==> src/rtl/dmem_pkg.sv <==
// Shared types and constants for the data-memory copy/fill engine.
package dmem_pkg;

   typedef enum logic [1:0] {
      IDLE  = 2'd0,
      READ  = 2'd1,
      WRITE = 2'd2,
      DONE  = 2'd3
   } dmem_state_e;

   localparam int unsigned DMEM_STRIDE     = 4;
   localparam int unsigned DMEM_WORDS      = 256;
   localparam logic [1:0]  DMEM_ALIGN_MASK = 2'b00;

   function automatic logic dmem_is_aligned(input logic [1:0] lsb);
      return (lsb == DMEM_ALIGN_MASK);
   endfunction

endpackage

==> src/rtl/dmem_copy_engine_if.sv <==
// Data-memory port between the copy engine (master) and the memory (slave).
interface dmem_bus_if #(
   parameter int ADDR_W = 16,
   parameter int DATA_W = 16
);
   logic [ADDR_W-1:0] mem_access_addr;
   logic [DATA_W-1:0] mem_write_data;
   logic              mem_write_en;
   logic              mem_read;
   logic [DATA_W-1:0] mem_read_data;

   modport master (
      output mem_access_addr, mem_write_data, mem_write_en, mem_read,
      input  mem_read_data
   );

   modport slave (
      input  mem_access_addr, mem_write_data, mem_write_en, mem_read,
      output mem_read_data
   );
endinterface

==> src/rtl/dmem_addr_gen.sv <==
// Byte-address pointer with load/step and a remaining-word down-counter.
module dmem_addr_gen
   import dmem_pkg::*;
#(
   parameter int ADDR_W = 16,
   parameter int LEN_W  = 9,
   parameter int STRIDE = DMEM_STRIDE
) (
   input  logic              clk,
   input  logic              rst_n,
   input  logic              load,
   input  logic              step,
   input  logic [ADDR_W-1:0] load_addr,
   input  logic [LEN_W-1:0]  load_len,
   output logic [ADDR_W-1:0] ptr,
   output logic [ADDR_W-1:0] next_ptr,
   output logic              last
);
   logic [ADDR_W-1:0] ptr_r;
   logic [LEN_W-1:0]  rem_r;

   assign ptr      = ptr_r;
   assign next_ptr = ptr_r + ADDR_W'(STRIDE);
   assign last     = (rem_r == LEN_W'(1));

   // Pointer and count: load wins over step; pointer wraps modulo 2^ADDR_W.
   always_ff @(posedge clk or negedge rst_n) begin
      if (!rst_n) begin
         ptr_r <= {ADDR_W{1'b0}};
         rem_r <= {LEN_W{1'b0}};
      end else if (load) begin
         ptr_r <= load_addr;
         rem_r <= load_len;
      end else if (step) begin
         ptr_r <= next_ptr;
         rem_r <= rem_r - LEN_W'(1);
      end else begin
         ptr_r <= ptr_r;
         rem_r <= rem_r;
      end
   end
endmodule

==> src/rtl/dmem_copy_engine.sv <==
// Word copy / fill engine on the data-memory port.
// Optional running write checksum output when DMEM_COPY_CHECKSUM_EN is defined.
module dmem_copy_engine
   import dmem_pkg::*;
#(
   parameter int ADDR_W = 16,
   parameter int DATA_W = 16,
   parameter int LEN_W  = 9,
   parameter int STRIDE = DMEM_STRIDE
) (
   input  logic              clk,
   input  logic              rst_n,
   input  logic              start,
   input  logic              fill_mode,
   input  logic [ADDR_W-1:0] src_addr,
   input  logic [ADDR_W-1:0] dst_addr,
   input  logic [LEN_W-1:0]  length,
   input  logic [DATA_W-1:0] fill_value,
   output logic              busy,
   output logic              done,
   output logic              error,
`ifdef DMEM_COPY_CHECKSUM_EN
   output logic [DATA_W-1:0] checksum,
`endif
   dmem_bus_if.master        bus
);
   dmem_state_e       state_r;
   logic              fill_r;
   logic [ADDR_W-1:0] src_ptr_r;
   logic [ADDR_W-1:0] addr_r;
   logic [DATA_W-1:0] wdata_r;
   logic              rd_r;
   logic              we_r;
   logic              busy_r;
   logic              done_r;
   logic              err_r;
`ifdef DMEM_COPY_CHECKSUM_EN
   logic [DATA_W-1:0] cks_r;
   assign checksum = cks_r;
`endif

   logic              accept_s;
   logic              misalign_s;
   logic [ADDR_W-1:0] dst_ptr_s;
   logic [ADDR_W-1:0] dst_next_s;
   logic              last_s;

   assign accept_s   = (state_r == IDLE) && start;
   assign misalign_s = (!fill_mode && !dmem_is_aligned(src_addr[1:0])) ||
                       !dmem_is_aligned(dst_addr[1:0]);

   dmem_addr_gen #(
      .ADDR_W (ADDR_W),
      .LEN_W  (LEN_W),
      .STRIDE (STRIDE)
   ) u_dst_gen (
      .clk       (clk),
      .rst_n     (rst_n),
      .load      (accept_s),
      .step      (state_r == WRITE),
      .load_addr (dst_addr),
      .load_len  (length),
      .ptr       (dst_ptr_s),
      .next_ptr  (dst_next_s),
      .last      (last_s)
   );

   assign busy                = busy_r;
   assign done                = done_r;
   assign error               = err_r;
   assign bus.mem_access_addr = addr_r;
   assign bus.mem_write_data  = wdata_r;
   assign bus.mem_write_en    = we_r;
   assign bus.mem_read        = rd_r;

   // Control FSM; bus outputs are set up on the edge entering READ/WRITE.
   always_ff @(posedge clk or negedge rst_n) begin
      if (!rst_n) begin
         state_r   <= IDLE;
         fill_r    <= 1'b0;
         src_ptr_r <= {ADDR_W{1'b0}};
         addr_r    <= {ADDR_W{1'b0}};
         wdata_r   <= {DATA_W{1'b0}};
         rd_r      <= 1'b0;
         we_r      <= 1'b0;
         busy_r    <= 1'b0;
         done_r    <= 1'b0;
         err_r     <= 1'b0;
`ifdef DMEM_COPY_CHECKSUM_EN
         cks_r     <= {DATA_W{1'b0}};
`endif
      end else begin
         case (state_r)
            IDLE: begin
               if (start) begin
                  busy_r    <= 1'b1;
                  err_r     <= misalign_s;
                  fill_r    <= fill_mode;
                  src_ptr_r <= src_addr;
`ifdef DMEM_COPY_CHECKSUM_EN
                  cks_r     <= {DATA_W{1'b0}};
`endif
                  if (misalign_s || (length == {LEN_W{1'b0}})) begin
                     state_r <= DONE;
                     done_r  <= 1'b1;
                  end else if (fill_mode) begin
                     state_r <= WRITE;
                     we_r    <= 1'b1;
                     addr_r  <= dst_addr;
                     wdata_r <= fill_value;
                  end else begin
                     state_r <= READ;
                     rd_r    <= 1'b1;
                     addr_r  <= src_addr;
                  end
               end
            end
            READ: begin
               state_r <= WRITE;
               rd_r    <= 1'b0;
               we_r    <= 1'b1;
               addr_r  <= dst_ptr_s;
               wdata_r <= bus.mem_read_data;
            end
            WRITE: begin
`ifdef DMEM_COPY_CHECKSUM_EN
               cks_r <= cks_r + wdata_r;
`endif
               if (!fill_r) begin
                  src_ptr_r <= src_ptr_r + ADDR_W'(STRIDE);
               end
               if (last_s) begin
                  state_r <= DONE;
                  we_r    <= 1'b0;
                  done_r  <= 1'b1;
               end else if (fill_r) begin
                  addr_r  <= dst_next_s;
               end else begin
                  state_r <= READ;
                  we_r    <= 1'b0;
                  rd_r    <= 1'b1;
                  addr_r  <= src_ptr_r + ADDR_W'(STRIDE);
               end
            end
            DONE: begin
               state_r <= IDLE;
               done_r  <= 1'b0;
               busy_r  <= 1'b0;
            end
            default: begin
               state_r <= IDLE;
               rd_r    <= 1'b0;
               we_r    <= 1'b0;
               done_r  <= 1'b0;
               busy_r  <= 1'b0;
            end
         endcase
      end
   end
endmodule

==> src/flat_wrapper.sv <==
// flat-port wrapper written by rule: the top's interface ports become plain ports
module dmem_copy_engine_flat import dmem_pkg::*;
#(
   parameter int ADDR_W = 16,
   parameter int DATA_W = 16,
   parameter int LEN_W  = 9,
   parameter int STRIDE = DMEM_STRIDE
)
  (clk, rst_n, start, fill_mode, src_addr, dst_addr, length, fill_value, busy, done, error, bus_mem_access_addr, bus_mem_write_data, bus_mem_write_en, bus_mem_read, bus_mem_read_data);
  dmem_bus_if #(.ADDR_W(ADDR_W), .DATA_W(DATA_W)) bus_i ();
  input  logic clk;
  input  logic rst_n;
  input  logic start;
  input  logic fill_mode;
  input  logic [ADDR_W-1:0] src_addr;
  input  logic [ADDR_W-1:0] dst_addr;
  input  logic [LEN_W-1:0] length;
  input  logic [DATA_W-1:0] fill_value;
  output logic busy;
  output logic done;
  output logic error;
  output wire logic [$bits(bus_i.mem_access_addr)-1:0] bus_mem_access_addr;
  output wire logic [$bits(bus_i.mem_write_data)-1:0] bus_mem_write_data;
  output wire logic [$bits(bus_i.mem_write_en)-1:0] bus_mem_write_en;
  output wire logic [$bits(bus_i.mem_read)-1:0] bus_mem_read;
  input wire logic [$bits(bus_i.mem_read_data)-1:0] bus_mem_read_data;
  assign bus_mem_access_addr = bus_i.mem_access_addr;
  assign bus_mem_write_data = bus_i.mem_write_data;
  assign bus_mem_write_en = bus_i.mem_write_en;
  assign bus_mem_read = bus_i.mem_read;
  assign bus_i.mem_read_data = bus_mem_read_data;
  dmem_copy_engine #(.ADDR_W(ADDR_W), .DATA_W(DATA_W), .LEN_W(LEN_W), .STRIDE(STRIDE)) u_core (.clk(clk), .rst_n(rst_n), .start(start), .fill_mode(fill_mode), .src_addr(src_addr), .dst_addr(dst_addr), .length(length), .fill_value(fill_value), .busy(busy), .done(done), .error(error), .bus(bus_i));
endmodule
==> config.mk <==
export PLATFORM = sky130hd
export DESIGN_NAME = dmem_copy_engine_flat
export DESIGN_NICKNAME = d
export VERILOG_FILES = /design/src/rtl/dmem_pkg.sv /design/src/rtl/dmem_copy_engine_if.sv /design/src/rtl/dmem_addr_gen.sv /design/src/rtl/dmem_copy_engine.sv /design/src/flat_wrapper.sv
export SDC_FILE = /design/constraint.sdc
export NUM_CORES = 1
export LEC_CHECK = 0
export BUFFER_PORTS_ARGS = -buffer_cell sky130_fd_sc_hd__buf_2
export CAP_MARGIN = 20
export CORE_UTILIZATION = 50
export DETAILED_ROUTE_END_ITERATION = 7
export PLACE_DENSITY = 0.7
export SYNTH_ARGS = -nofsm -noshare
export SYNTH_HDL_FRONTEND = slang
export SYNTH_HIERARCHICAL = 1
export SYNTH_SLANG_ARGS = --single-unit
==> constraint.sdc <==
create_clock -name clk -period 3.8 [get_ports clk]
set_input_delay 0.38 -clock clk [delete_from_list [all_inputs] [get_ports clk]]
set_output_delay 0.38 -clock clk [all_outputs]
set_load 0.005 [all_outputs]
# Word level (Yosys, flattened, before mapping)
# Index checks and enable logic that the tools add are counted.
# op_classes
eq_ne,13
addsub,3
reduce_logical,26
n_mux,41
# op_table
op,n
$mux 16,12
$pmux 16 s2,2
$pmux 16 s3,1
$add 16x3->16 const B,2
$mux 9,2
$mux 1,14
$ne 2x2->1 const B,7
$reduce_and 4->1,3
$mux 2,5
$eq 9x1->1 const B,1
$logic_not 9->1,1
$pmux 1 s3,3
$sub 9x1->9 const B,1
$pmux 2 s4,1
$reduce_bool 2->1,4
$logic_not 2->1,3
$reduce_and 2->1,3
$reduce_and 6->1,1
$reduce_bool 3->1,2
$reduce_and 5->1,1
$eq 2x2->1 const B,2
$logic_not 1->1,3
$ne 3x3->1 const B,1
$reduce_and 3->1,1
5 further kinds,7
# word_totals
wordCells,95
register_bits,81

# Longest topological paths before layout
# Gate-level depths: netlist of the first run.
# logic_depth
word_depth,8
ltp_mapped,9

# Modules after synthesis
# Netlist of the first run, hierarchy kept.
# modules_own_cells
module,seq_area_each_um2,cells_each,area_each_um2,instances
dmem_copy_engine,1401.3,415,3558.4,1
dmem_addr_gen,625.6,172,1579.0,1

# Worst setup path before layout of the first run
# OpenSTA, ideal clock, no wires.
# synth_path
path_type,register -> register
from,register u_core.state_r[0]
to,register u_core.rd_r (netlist: u_core/bus.mem_read)
path_stages_with_launch,9
required_time_ns,3.675
setup_ns,0.125
slack_ns,1.516
t_arrival_ns,2.159
period_less_slack_ns,2.284
cell_sequence,dfrtp_1 -> inv_1 -> ha_1 -> clkbuf_1 -> a21oi_1 -> o2111ai_1 -> a2bb2oi_4 -> a211oi_1 -> mux2_4
# synth_via
elab_chain_cells,3
elab_cells_between_ends,11
cone_classes,eq/ne: 7; mux: 1; reduce/logical: 3
# synth_lines
item,line,source
start: declaration,dmem_copy_engine.sv:27,dmem_state_e state_r;
start signal: assignment,dmem_copy_engine.sv:79,state_r <= IDLE;
start signal: assignment,dmem_copy_engine.sv:104,state_r <= DONE;
start signal: assignment,dmem_copy_engine.sv:107,state_r <= WRITE;
"$eq 2x2->1, or another cell as far along",dmem_copy_engine.sv:93,case (state_r)
$ne 2x2->1 (no line) / $reduce_bool 3->1 (equally long branches),n/a,
$reduce_and 6->1 (no line),n/a,
end signal: assignment,dmem_copy_engine.sv:84,rd_r <= 1'b0;
end signal: assignment,dmem_copy_engine.sv:113,rd_r <= 1'b1;
end signal: assignment,dmem_copy_engine.sv:120,rd_r <= 1'b0;
end: declaration,dmem_copy_engine.sv:32,logic rd_r;
# Several ways; a longest one is shown, not always the timed one.
# A chain may end at the register's enable or synchronous reset.

# Worst setup path after layout of the first run
# layout_path
from,register u_core.state_r[0]
to,register u_core.wdata_r[15] (netlist: u_core/bus.mem_write_data[15])
# layout_via
elab_chain_cells,3
elab_cells_between_ends,8
cone_classes,eq/ne: 4; mux: 1; reduce/logical: 3
# layout_lines
item,line,source
$eq 2x1->1 / $logic_not 2->1 (equally long branches),dmem_copy_engine.sv:93,
$reduce_bool 2->1 (no line) / $ne 2x2->1 (equally long branches),n/a,
$reduce_and 4->1 (no line),n/a,
end signal: assignment,dmem_copy_engine.sv:83,wdata_r <= {DATA_W{1'b0}};
end signal: assignment,dmem_copy_engine.sv:110,wdata_r <= fill_value;
end signal: assignment,dmem_copy_engine.sv:123,wdata_r <= bus.mem_read_data;
end: declaration,dmem_copy_engine.sv:31,logic [DATA_W-1:0] wdata_r;
# Several ways; a longest one is shown, not always the timed one.

==> impl_results.md, run 1 <==
- Status: finished clean
- GPL Wtd Cong: 0.8148
- Port Buf Inserts: between 100 and 150
- Core footprint: just under 10000 µm²
- 1st-iter DRT viols: 224
- # diodes: 0
- Slew HR: about a third
- Post-detail-place hpwl: between 9000 and 10000 µm
- CTS buffer count: 9
- DR WL/cell: 16.53 µm
- Post-Syn Area: about 5000 µm²
- Async set-reset flop share out of synthesis: 100.0%
- Detailed-route via count: roughly 4600
- Ys flop type: dfrtp_1
- TNS Setup: 0 ns
- Worst Tran Pin Value: roughly 1.0 ns
- Synth Area per Inst: 8.752 µm²
- Die area: 10680 µm²
- Post-synth net total: 673
- Critical path type: reg -> reg
- Clock Skew: 0.009042 ns
- Flop and latch count out of synthesis: slightly above 80
- CP max FO: 32
- Final Instance Count excl. Fillers: a little over 800
- Clock Latency Late Sink: ~0.35 ns
- Clock slew at reported path FFs: ~0.08 ns
- Post-route minimum period: between 2 and 3 ns
- Starting Density: a little over half
- Critical Path AT: around 2.9 ns
- Synthesized instance count: between 500 and 600
- Final WL: 13450 µm
- Vias/cell: around 5.7
- Endpoint type of the worst setup path: flip-flop
- Total grt overflow: 0
- Max cap viols: 0
- Dpl cells: between 700 and 800
- GRT Util Overall: about a quarter
- DRC errors left: 0
- Max-slew violation count: 0
- Final setup vio count: 0
- Row count: 36
- Worst Setup Start Kind: flip-flop
- Final net count: between 700 and 800
- Vias in the first global route: between 4000 and 5000
- Yosys cell types: 56
- Most common cell after layout, fill and taps aside: buf_2
- Power density cells: between 800 and 900 nW/µm²
- Largest net degree at the start of global routing: 82
- Post-synth EDFFs: 0
- Unrepaired setup endpoints after global routing: false
- Clock sinks: between 80 and 90
- Period utilization: 68.79%
- Sequential area share after synthesis: between 30% and 40%
- Die Wd: 103.4 µm
- I/O Pins: ~110
- Min-Delay Path Class: in -> reg
- Final antenna-violating net count: 0
- Initial antenna violation count: 0
- CTS tree: yes
- DIE HEIGHT: around 100 µm
- Max H-tree Level: 3
- Peak VDD IR: ~0.44 mV
- Max Root-Sink Buffers: 2
- Synth-to-Final Area Change: 16.76%
- First-pass GRT wire length: around 21000 µm
- Leakage: about 2.6 nW
- # Post-CTS Setup Buffers: 0
- Root buf cell: clkbuf_8
- Achievable frequency: 382.6 MHz
- WP data required: between 4 and 5 ns
- Hold Worst Slack: about 0.24 ns
- Hold Fails Final Rpt: 0
- Ys Warns: 6
- Most frequent cells in the layout: buf_2 (112), nand2_1 (86), dfrtp_1 (81), a21oi_1 (48), nor2_1 (37)
- Drt first pass iters: 5
- Fraction of layout cells with a size suffix above 1: about 22%
-- report_power, final --
part           leakage (nW)  switching (W)  internal, W
logic                  1.58        0.00160      0.00126
clock network        0.0875       0.000299     0.000281
registers             0.942       0.000481      0.00131
-- repair_timing --
item                                   in CTS  in global routing
resized for setup                           0                  0
hold buffers                                0                  1
endpoints found under the hold margin       0                 15
-- Yosys cell counts (all sizes together) (5+ instances only) --
| cell | instances | area [µm²] |
|---|---|---|
| inv | 18 | 67.56 |
| mux2 | 6 | 71.31 |
| nand2 | 86 | 322.8 |
| nand3 | 18 | 95.09 |
| a2bb2oi | 5 | 61.31 |
| o22ai | 8 | 50.05 |
| xnor2 | 22 | 192.7 |
| ha | 9 | 112.6 |
| a21oi | 48 | 240.2 |
| dfrtp | 81 | 2027 |
| nor3 | 7 | 35.03 |
| xor2 | 21 | 183.9 |
| buf | 16 | 87.59 |
| a211oi | 16 | 120.1 |
| clkbuf | 27 | 101.4 |
| a221oi | 9 | 78.83 |
| nand2b | 6 | 37.54 |
| nor2 | 37 | 138.9 |
| o21ai | 38 | 190.2 |
| and3 | 5 | 31.28 |
| o31ai | 12 | 90.09 |
| mux2i | 24 | 240.2 |
| nand4 | 9 | 56.30 |
| nor2b | 14 | 87.58 |
-- worst max-delay path: stages (launching register included) --
cell and delay (ns):
dfrtp_1 0.42, inv_1 0.12, ha_1 0.52, nand3_1 0.29, o32ai_4 0.90, nor2_1 0.10, a21oi_1 0.17
-- metal layers --
layer / track usage, % / vias up / part of all wire (%)
met5: 0 / - / 0
met4: 11.48 / 0 / 2.6
li1: - / 2267 / -
met2: 43.25 / 136 / 49
met1: 34.56 / 2206 / 44
met3: 2.755 / 23 / 4.2
-- flip-flops by register name, summed over array words and instances, names as in the netlist --
register and count:
u_core/u_dst_gen/rem_r 9, u_core/done 1, u_core/error 1, u_core/state_r 2
u_core/src_ptr_r 16, u_core/fill_r 1, u_core/bus.mem_write_data 16, u_core/bus.mem_write_en 1
u_core/u_dst_gen/ptr 16, u_core/bus.mem_read 1, u_core/busy 1, u_core/bus.mem_access_addr 16
-- worst paths after layout --
path | cells past startpoint | slack [ns] | end | startpoint
setup reg to reg | 6 | 1.19 | u_core/bus.mem_write_data[15]$_DFFE_PN0P_ | u_core/state_r[0]$_DFFE_PN0P_
max in group asynchronous | 3 | 2.76 | u_core/bus.mem_write_en$_DFFE_PN0P_ | rst_n
hold / removal | 3 | 0.24 | u_core/u_dst_gen/rem_r[0]$_DFFE_PN0N_ | length[0]
setup / recovery | 6 | 1.19 | u_core/bus.mem_write_data[15]$_DFFE_PN0P_ | u_core/state_r[0]$_DFFE_PN0P_
min in group asynchronous | 2 | 0.43 | u_core/u_dst_gen/ptr[11]$_DFFE_PN0N_ | rst_n
hold reg to reg | 2 | 0.47 | u_core/bus.mem_access_addr[12]$_DFFE_PN0P_ | u_core/bus.mem_access_addr[12]$_DFFE_PN0P_
-- cell families (layout without fill, tap and decap cells) --
kind of cell             count (synthesis)  after routing  synth area share (%)
AO/OA/AOI/OAI                          160            160                 20.09
XOR/XNOR                                43             43                 7.331
adder cells (fa/ha/maj)                  9              9                 2.192
buffers and inverters                   61            155                 4.993
flip-flops                              81             81                 39.45
multiplexers                            30             30                 6.064
AND/OR/NAND/NOR                        203            203                 19.87
-- cell type report --
cell class	count	area [µm²]
clock buffers	13	168.9
fillers	897	3866
inverters	18	67.56
well taps	133	166.4
multi-input cells	445	2875
repair buffers	124	693.2
flip-flops and latches	81	2027
-- through the flow --
stage	cell area (µm²)	utilization (%)	setup WS [ns]	total power [W]
2_1_floorplan	5137	-	1.516	0.003794
3_3_place_gp	5764	58.43	1.296	0.004476
3_5_place_dp	5764	58.43	1.146	0.004578
4_1_cts	5933	60.15	1.226	0.005171
5_1_grt	5998	60.81	0.9371	0.005716
6_report	5998	60.81	1.186	0.005232
Power figures use the tool's default switching activity.
==> run 2, diff against run 1 <==
--- a/config.mk
+++ b/config.mk
@@ -5,6 +5,7 @@
 export SDC_FILE = /design/constraint.sdc
 export NUM_CORES = 1
 export LEC_CHECK = 0
+export ABC_AREA = 1
 export BUFFER_PORTS_ARGS = -buffer_cell sky130_fd_sc_hd__buf_2
 export CAP_MARGIN = 20
 export CORE_UTILIZATION = 50
==> constraint.sdc (replaced) <==
create_clock -name clk -period 2.6 [get_ports clk]
set_input_delay 0.26 -clock clk [delete_from_list [all_inputs] [get_ports clk]]
set_output_delay 0.26 -clock clk [all_outputs]
set_load 0.005 [all_outputs]
==> run 2 against run 1 <==
Clock skew grew 0.00081 ns. Sequential cell count is the same. Utilization is 0.23 points higher. Setup slack got worse by 0.82 ns. Clock power increased by 56%. Area after synthesis increased by 1.1%. Critical endpoint is now u_core/u_dst_gen/ptr[6]$_DFFE_PN0N_. Highest routed layer unchanged.
==> impl_results.md, run 2 <==
- Status: finished clean (unchanged)
- Min-Delay Path Class: in -> reg (unchanged)
- Synth area leaders: dfrtp_1 (39%), nand2_1 (21%), nand3_1 (7.0%) (was dfrtp_1 (39%), nand2_1 (6.3%), a21oi_1 (4.7%))
- Final antenna-violating net count: 0 (unchanged)
- Total grt overflow: 0 (unchanged)
- I/O Pins: 114 (unchanged)
- Initial antenna violation count: 0 (unchanged)
- Reg-to-reg startpoint: u_core/state_r[0]$_DFFE_PN0P_ (unchanged)
- GPL Wtd Cong: 0.8738 (was 0.8148)
- Yosys cell types: 38 (was 56)
- Root buf cell: clkbuf_8 (unchanged)
- Post-synth EDFFs: 0 (unchanged)
- Achievable frequency: 446.9 MHz (was 382.6 MHz)
- CTS buffer count: 9 (unchanged)
- Post-detail-place hpwl: 11110 µm (was 9780 µm)
- Synthesized instance count: 744 (was 587)
- Ys flop type: dfrtp_1 (unchanged)
- Most common cell after layout, fill and taps aside: nand2_1 (was buf_2)
- Max-slew violation count: 0 (unchanged)
- Most common cell in the netlist: nand2_1 (unchanged)
- Final setup vio count: 0 (unchanged)
- Register-to-Register Setup Slack: 0.36 ns (was 1.19 ns)
- Leakage: 3.266 nW (was 2.607 nW)
- Worst setup margin: 0.3623 ns (was 1.186 ns)
- Biggest area consumer among synthesized cells: dfrtp_1 (unchanged)
- Sequential area share after synthesis: 39.03% (was 39.45%)
- Post-route minimum period: 2.238 ns (was 2.614 ns)
- Period utilization: 86.07% (was 68.79%)
- Dpl cells: 968 (was 798)
- Fraction of layout cells with a size suffix above 1: 19.72% (was 22.47%)
- # diodes: 0 (unchanged)
- Port Buf Inserts: 113 (unchanged)
- Peak VDD IR: 0.5812 mV (was 0.4448 mV)
- Hold Fails Final Rpt: 0 (unchanged)
- Core footprint: 9910 µm² (was 9864 µm²)
- First-pass GRT wire length: 24840 µm (was 21260 µm)
- Row count: 36 (unchanged)
- Power, Total: 0.007872 W (was 0.005232 W)
- Endpoint type of the worst setup path: flip-flop (unchanged)
- Flop and latch count out of synthesis: 81 (unchanged)
- GRT Util Overall: 28.49% (was 26.06%)
- Vias in the first global route: 5039 (was 4384)
- Async set-reset flop share out of synthesis: 100.0% (unchanged)
- Die area: 10800 µm² (was 10680 µm²)
- Critical Path AT: 2.47 ns (was 2.88 ns)
- Max H-tree Level: 3 (unchanged)
- DRC errors left: 0 (unchanged)
- Max cap viols: 0 (unchanged)
- Synth top area share: 39.03% (was 39.45%)
- Power density cells: 1301 nW/µm² (was 872.3 nW/µm²)
- WP data required: 2.84 ns (was 4.07 ns)
- Final Instance Count excl. Fillers: 985 (was 814)
- Critical Path Source: u_core/state_r[0]$_DFFE_PN0P_ (unchanged)
- Setup crit end: u_core/u_dst_gen/ptr[6]$_DFFE_PN0N_ (was u_core/bus.mem_write_data[15]$_DFFE_PN0P_)
- Largest net degree at the start of global routing: 44 (was 82)
- Worst r2r path cells: 9 (was 6)
- Most frequent cells in the layout: nand2_1 (284), buf_2 (112), dfrtp_1 (81), nand3_1 (73), inv_1 (54) (was buf_2 (112), nand2_1 (86), dfrtp_1 (81), a21oi_1 (48), nor2_1 (37))
- CTS tree: yes (unchanged)
- Worst Tran Pin Value: 0.7676 ns (was 1.028 ns)
- Clock Skew: 0.009857 ns (was 0.009042 ns)
- Drt first pass iters: 5 (unchanged)
- Detailed-route via count: 5378 (was 4632)
- Worst Setup Start Kind: flip-flop (unchanged)
- DR WL/cell: 15.02 µm (was 16.53 µm)
- 1st-iter DRT viols: 407 (was 224)
- Synth Area per Inst: 6.981 µm² (was 8.752 µm²)
- Slew HR: 48.77% (was 31.47%)
- Critical path type: reg -> reg (unchanged)
- CP max FO: 17 (was 32)
- Clock sinks: 81 (unchanged)
- Unrepaired setup endpoints after global routing: false (unchanged)
- Post-placement setup slack: 0.3923 ns (was 1.146 ns)
- Synth-to-Final Area Change: 16.45% (was 16.76%)
- Final WL: 14790 µm (was 13450 µm)
- Max Root-Sink Buffers: 2 (unchanged)
- Clock slew at reported path FFs: 0.08 ns (about the same)
- Starting Density: 52.41% (was 52.08%)
- Vias/cell: 5.460 (was 5.690)
- DIE HEIGHT: 103.9 µm (was 103.4 µm)
- Clock Latency Late Sink: 0.35 ns (about the same)
- Post-synth net total: 830 (was 673)
- Post-Syn Area: 5194 µm² (was 5137 µm²)
- Die Wd: 103.9 µm (was 103.4 µm)
- Final net count: 933 (was 765)
- Reg2reg end: u_core/u_dst_gen/ptr[6]$_DFFE_PN0N_ (was u_core/bus.mem_write_data[15]$_DFFE_PN0P_)
- Ys Warns: 6 (unchanged)
- Top cells by count, synth: nand2_1 (284), dfrtp_1 (81), nand3_1 (73) (was nand2_1 (86), dfrtp_1 (81), a21oi_1 (48))
- TNS Setup: 0 ns (unchanged)
## run 2: cell count changes in the layout (fill, tap and decap cells not counted), sizes merged, moves of 16 or more
cell,change
a22oi,+19
a211oi,-16
xnor2,-20
mux2i,-24
inv,+42
nand2,+204
nand3,+56
## run 2: critical path: stages, from the launching register on
cell and delay [ns]:
dfrtp_1 0.42, inv_1 0.13, ha_1 0.37, nand2_2 0.21, inv_1 0.32, inv_2 0.13, nand2_4 0.11, inv_2 0.15
a22oi_1 0.18, o21ai_0 0.10
## run 2: worst min-delay path by stage
stage	start	end	slack [ns]	cells past startpoint
after floorplan	rst_n	u_core/bus.mem_access_addr[0]$_DFFE_PN0P_	-0.04	0
after global placement	rst_n	u_core/bus.mem_write_data[15]$_DFFE_PN0P_	0.29	1
after detailed placement	rst_n	u_core/bus.mem_write_data[15]$_DFFE_PN0P_	0.30	1
after CTS	length[2]	u_core/u_dst_gen/rem_r[2]$_DFFE_PN0N_	0.13	3
after global routing	length[2]	u_core/u_dst_gen/rem_r[2]$_DFFE_PN0N_	0.15	3
final	length[2]	u_core/u_dst_gen/rem_r[2]$_DFFE_PN0N_	0.14	3
## run 2: per-layer routing
layer  share of wire [%]  track usage [%]  vias up
met5                   0                0        -
li1                    -                -     2639
met2                  45            44.43      204
met1                  48            40.93     2519
met3                 6.1            5.013       16
met4                 1.1            7.347        0
## run 2: final cells by class
cell class | count | area, µm²
flip-flops and latches | 81 | 2027
fillers | 953 | 3861
clock inverters | 2 | 10.01
multi-input cells | 571 | 2771
well taps | 133 | 166.4
inverters | 60 | 225.2
clock buffers | 14 | 182.7
repair buffers | 124 | 665.6
## run 2: per-stage QoR
| step | hold WS (ns) | instance area (µm²) | util [%] |
|---|---|---|---|
| 3_5_place_dp | 0.2967 | 5846 | 58.99 |
| 5_1_grt | 0.1485 | 6048 | 61.04 |
| 6_report | 0.1397 | 6048 | 61.04 |
| 4_1_cts | 0.1252 | 6048 | 61.04 |
| 2_1_floorplan | -0.03559 | 5194 | - |
| 3_3_place_gp | 0.2893 | 5846 | 58.99 |
## run 2: timing repair
item	in CTS	in global routing
buffers inserted	0	0
resized for setup	0	0
hold buffers	1	0
hold endpoints to repair	38	0
## run 2: report_power, final
group / total (W) / internal, W / leakage, nW / switching (W)
registers: 0.00244 / 0.00190 / 0.988 / 0.000541
clock network: 0.000903 / 0.000450 / 0.102 / 0.000453
logic: 0.00453 / 0.00163 / 2.18 / 0.00289
total: 0.00787 / 0.00398 / 3.27 / 0.00389
## run 2: logic make-up after synthesis
| logic type | Yosys count | synth area share (%) |
|---|---|---|
| flops | 81 | 39.03 |
| simple gates | 434 | 35.73 |
| compound gates | 119 | 13.66 |
| fa+ha+maj | 9 | 2.168 |
| xor+xnor | 9 | 1.807 |
| buf+inv | 92 | 7.612 |
==> run 3, diff against run 2 <==
--- a/config.mk
+++ b/config.mk
@@ -9,9 +9,11 @@
 export BUFFER_PORTS_ARGS = -buffer_cell sky130_fd_sc_hd__buf_2
 export CAP_MARGIN = 20
 export CORE_UTILIZATION = 50
+export CTS_BUF_LIST = sky130_fd_sc_hd__clkbuf_4
 export DETAILED_ROUTE_END_ITERATION = 7
 export PLACE_DENSITY = 0.7
 export SYNTH_ARGS = -nofsm -noshare
 export SYNTH_HDL_FRONTEND = slang
 export SYNTH_HIERARCHICAL = 1
 export SYNTH_SLANG_ARGS = --single-unit
+export TNS_END_PERCENT = 10
==> run 3 against run 2 <==
Via count increased by 1.1%. First-iteration DRC count is 3.7% higher. Sequential share of layout area increased by 0.52 points. Non-clock buffer count stayed put. Highest routed layer unchanged. Maximum frequency is 0.19% higher. Combinational power about the same. Register-to-register slack about the same.
==> impl_results.md, run 3 (synthesis results as in run 2) <==
- Status: finished clean (unchanged)
- GRT Util Overall: 28.42% (was 28.49%)
- Starting Density: 52.41% (unchanged)
- Achievable frequency: 447.8 MHz (was 446.9 MHz)
- Hold_buf cts: 1 (unchanged)
- Post-detail-place hpwl: 11110 µm (unchanged)
- CTS buffer count: 9 (unchanged)
- Post-route minimum period: 2.233 ns (was 2.238 ns)
- Final net count: 933 (unchanged)
- Root buf cell: clkbuf_4 (was clkbuf_8)
- Hold Worst Slack: 0.06541 ns (was 0.1397 ns)
- Hold Fails Final Rpt: 0 (unchanged)
- Leakage: 3.224 nW (was 3.266 nW)
- I/O Pins: 114 (unchanged)
- Vias in the first global route: 5041 (was 5039)
- Max-slew violation count: 0 (unchanged)
- # Post-CTS Setup Buffers: 0 (unchanged)
- DR WL/cell: 15.03 µm (was 15.02 µm)
- Initial antenna violation count: 0 (unchanged)
- Clock Skew: 0.009646 ns (was 0.009857 ns)
- Critical path type: reg -> reg (unchanged)
- Most common cell after layout, fill and taps aside: nand2_1 (unchanged)
- GPL Wtd Cong: 0.8738 (unchanged)
- Worst Setup Start Kind: flip-flop (unchanged)
- CTS tree: yes (unchanged)
- DIE HEIGHT: 103.9 µm (unchanged)
- Worst setup margin: 0.3666 ns (was 0.3623 ns)
- Clock sinks: 81 (unchanged)
- FILL cells: 968 (was 953)
- DRC errors left: 0 (unchanged)
- Worst Tran Pin Value: 0.7654 ns (was 0.7676 ns)
- Unrepaired setup endpoints after global routing: false (unchanged)
- Final setup vio count: 0 (unchanged)
- Die area: 10800 µm² (unchanged)
- Endpoint type of the worst setup path: flip-flop (unchanged)
- Die Wd: 103.9 µm (unchanged)
- Most frequent cells in the layout: nand2_1 (284), buf_2 (112), dfrtp_1 (81), nand3_1 (73), inv_1 (54) (unchanged)
- Detailed-route via count: 5436 (was 5378)
- Post-placement setup slack: 0.3923 ns (unchanged)
- Synth-to-Final Area Change: 14.67% (was 16.45%)
- Core footprint: 9910 µm² (unchanged)
- Slew HR: 48.92% (was 48.77%)
- Clock Latency Late Sink: 0.42 ns (was 0.35 ns)
- Period utilization: 85.90% (was 86.07%)
- First-pass GRT wire length: 24790 µm (was 24840 µm)
- Final WL: 14800 µm (was 14790 µm)
- CP max FO: 17 (unchanged)
- WP data required: 2.91 ns (was 2.84 ns)
- Fraction of layout cells with a size suffix above 1: 19.37% (was 19.72%)
- Peak VDD IR: 0.5722 mV (was 0.5812 mV)
- Final antenna-violating net count: 0 (unchanged)
- Max Root-Sink Buffers: 2 (unchanged)
- Min-Delay Path Class: in -> reg (unchanged)
- Cts repair resizes: 0 (unchanged)
- Vias/cell: 5.519 (was 5.460)
- Port Buf Inserts: 113 (unchanged)
- Total grt overflow: 0 (unchanged)
- Largest net degree at the start of global routing: 44 (unchanged)
- Power density cells: 1275 nW/µm² (was 1301 nW/µm²)
- 1st-iter DRT viols: 422 (was 407)
- Max cap viols: 0 (unchanged)
- # diodes: 0 (unchanged)
- Clock slew at reported path FFs: 0.12 ns (was 0.08 ns)
- Max H-tree Level: 3 (unchanged)
- Row count: 36 (unchanged)
- Drt first pass iters: 5 (unchanged)
- Critical Path AT: 2.54 ns (was 2.47 ns)
- TNS Setup: 0 ns (unchanged)
run 3: metrics by stage:
step / instances / power [W] / cell area, µm² / utilization (%)
after floorplan: 744 / 0.005679 / 5194 / -
after detailed placement: 968 / 0.006927 / 5846 / 58.99
after global routing: 985 / 0.008379 / 5956 / 60.10
after global placement: 968 / 0.006765 / 5846 / 58.99
final: 985 / 0.007592 / 5956 / 60.10
after CTS: 985 / 0.007563 / 5956 / 60.10
run 3: final timing paths:
check                                                                from                                        end  slack [ns]  depth (start not counted)
min in group asynchronous                                           rst_n  u_core/bus.mem_write_data[11]$_DFFE_PN0P_        0.36                          2
worst max register to register              u_core/state_r[0]$_DFFE_PN0P_      u_core/u_dst_gen/rem_r[4]$_DFFE_PN0N_        0.37                          9
worst min register to register  u_core/bus.mem_write_data[15]$_DFFE_PN0P_  u_core/bus.mem_write_data[15]$_DFFE_PN0P_        0.48                          2
worst min-delay path                                            length[2]      u_core/u_dst_gen/rem_r[2]$_DFFE_PN0N_        0.07                          3
worst max-delay path                        u_core/state_r[0]$_DFFE_PN0P_      u_core/u_dst_gen/rem_r[4]$_DFFE_PN0N_        0.37                          9
max in group asynchronous                                           rst_n       u_core/u_dst_gen/ptr[14]$_DFFE_PN0N_        1.63                          3
run 3: critical path, cell delays in order (launching register included):
cell and delay (ns):
dfrtp_1 0.43, inv_1 0.13, ha_1 0.37, nand2_2 0.21
inv_1 0.31, inv_2 0.12, nand2_4 0.11, inv_2 0.14
a22oi_1 0.17, o21ai_0 0.11
run 3: area by class of cell:
type / instances / area (µm²) / area share [%]
Tap cell: 133 / 166.4 / 2.794
Timing Repair Buffer: 124 / 665.6 / 11.18
Clock buffer: 10 / 75.07 / 1.261
Multi-Input combinational cell: 571 / 2771 / 46.53
Inverter: 60 / 225.2 / 3.782
Clock inverter: 6 / 25.02 / 0.4202
Sequential cell: 81 / 2027 / 34.03
run 3: where the power goes:
group	internal (W)	leakage [nW]	switching (W)	total, W
logic	0.00163	2.18	0.00290	0.00453
clock network	0.000193	0.0601	0.000429	0.000622
registers	0.00190	0.988	0.000542	0.00244
run 3: layer usage:
layer / global-route usage, % / up-vias / share of wire [%]
li1: - / 2641 / -
met3: 3.383 / 17 / 7.6
met1: 41.34 / 2525 / 46
met4: 8.878 / 0 / 1.2
met2: 44.24 / 253 / 45
met5: 0 / - / 0
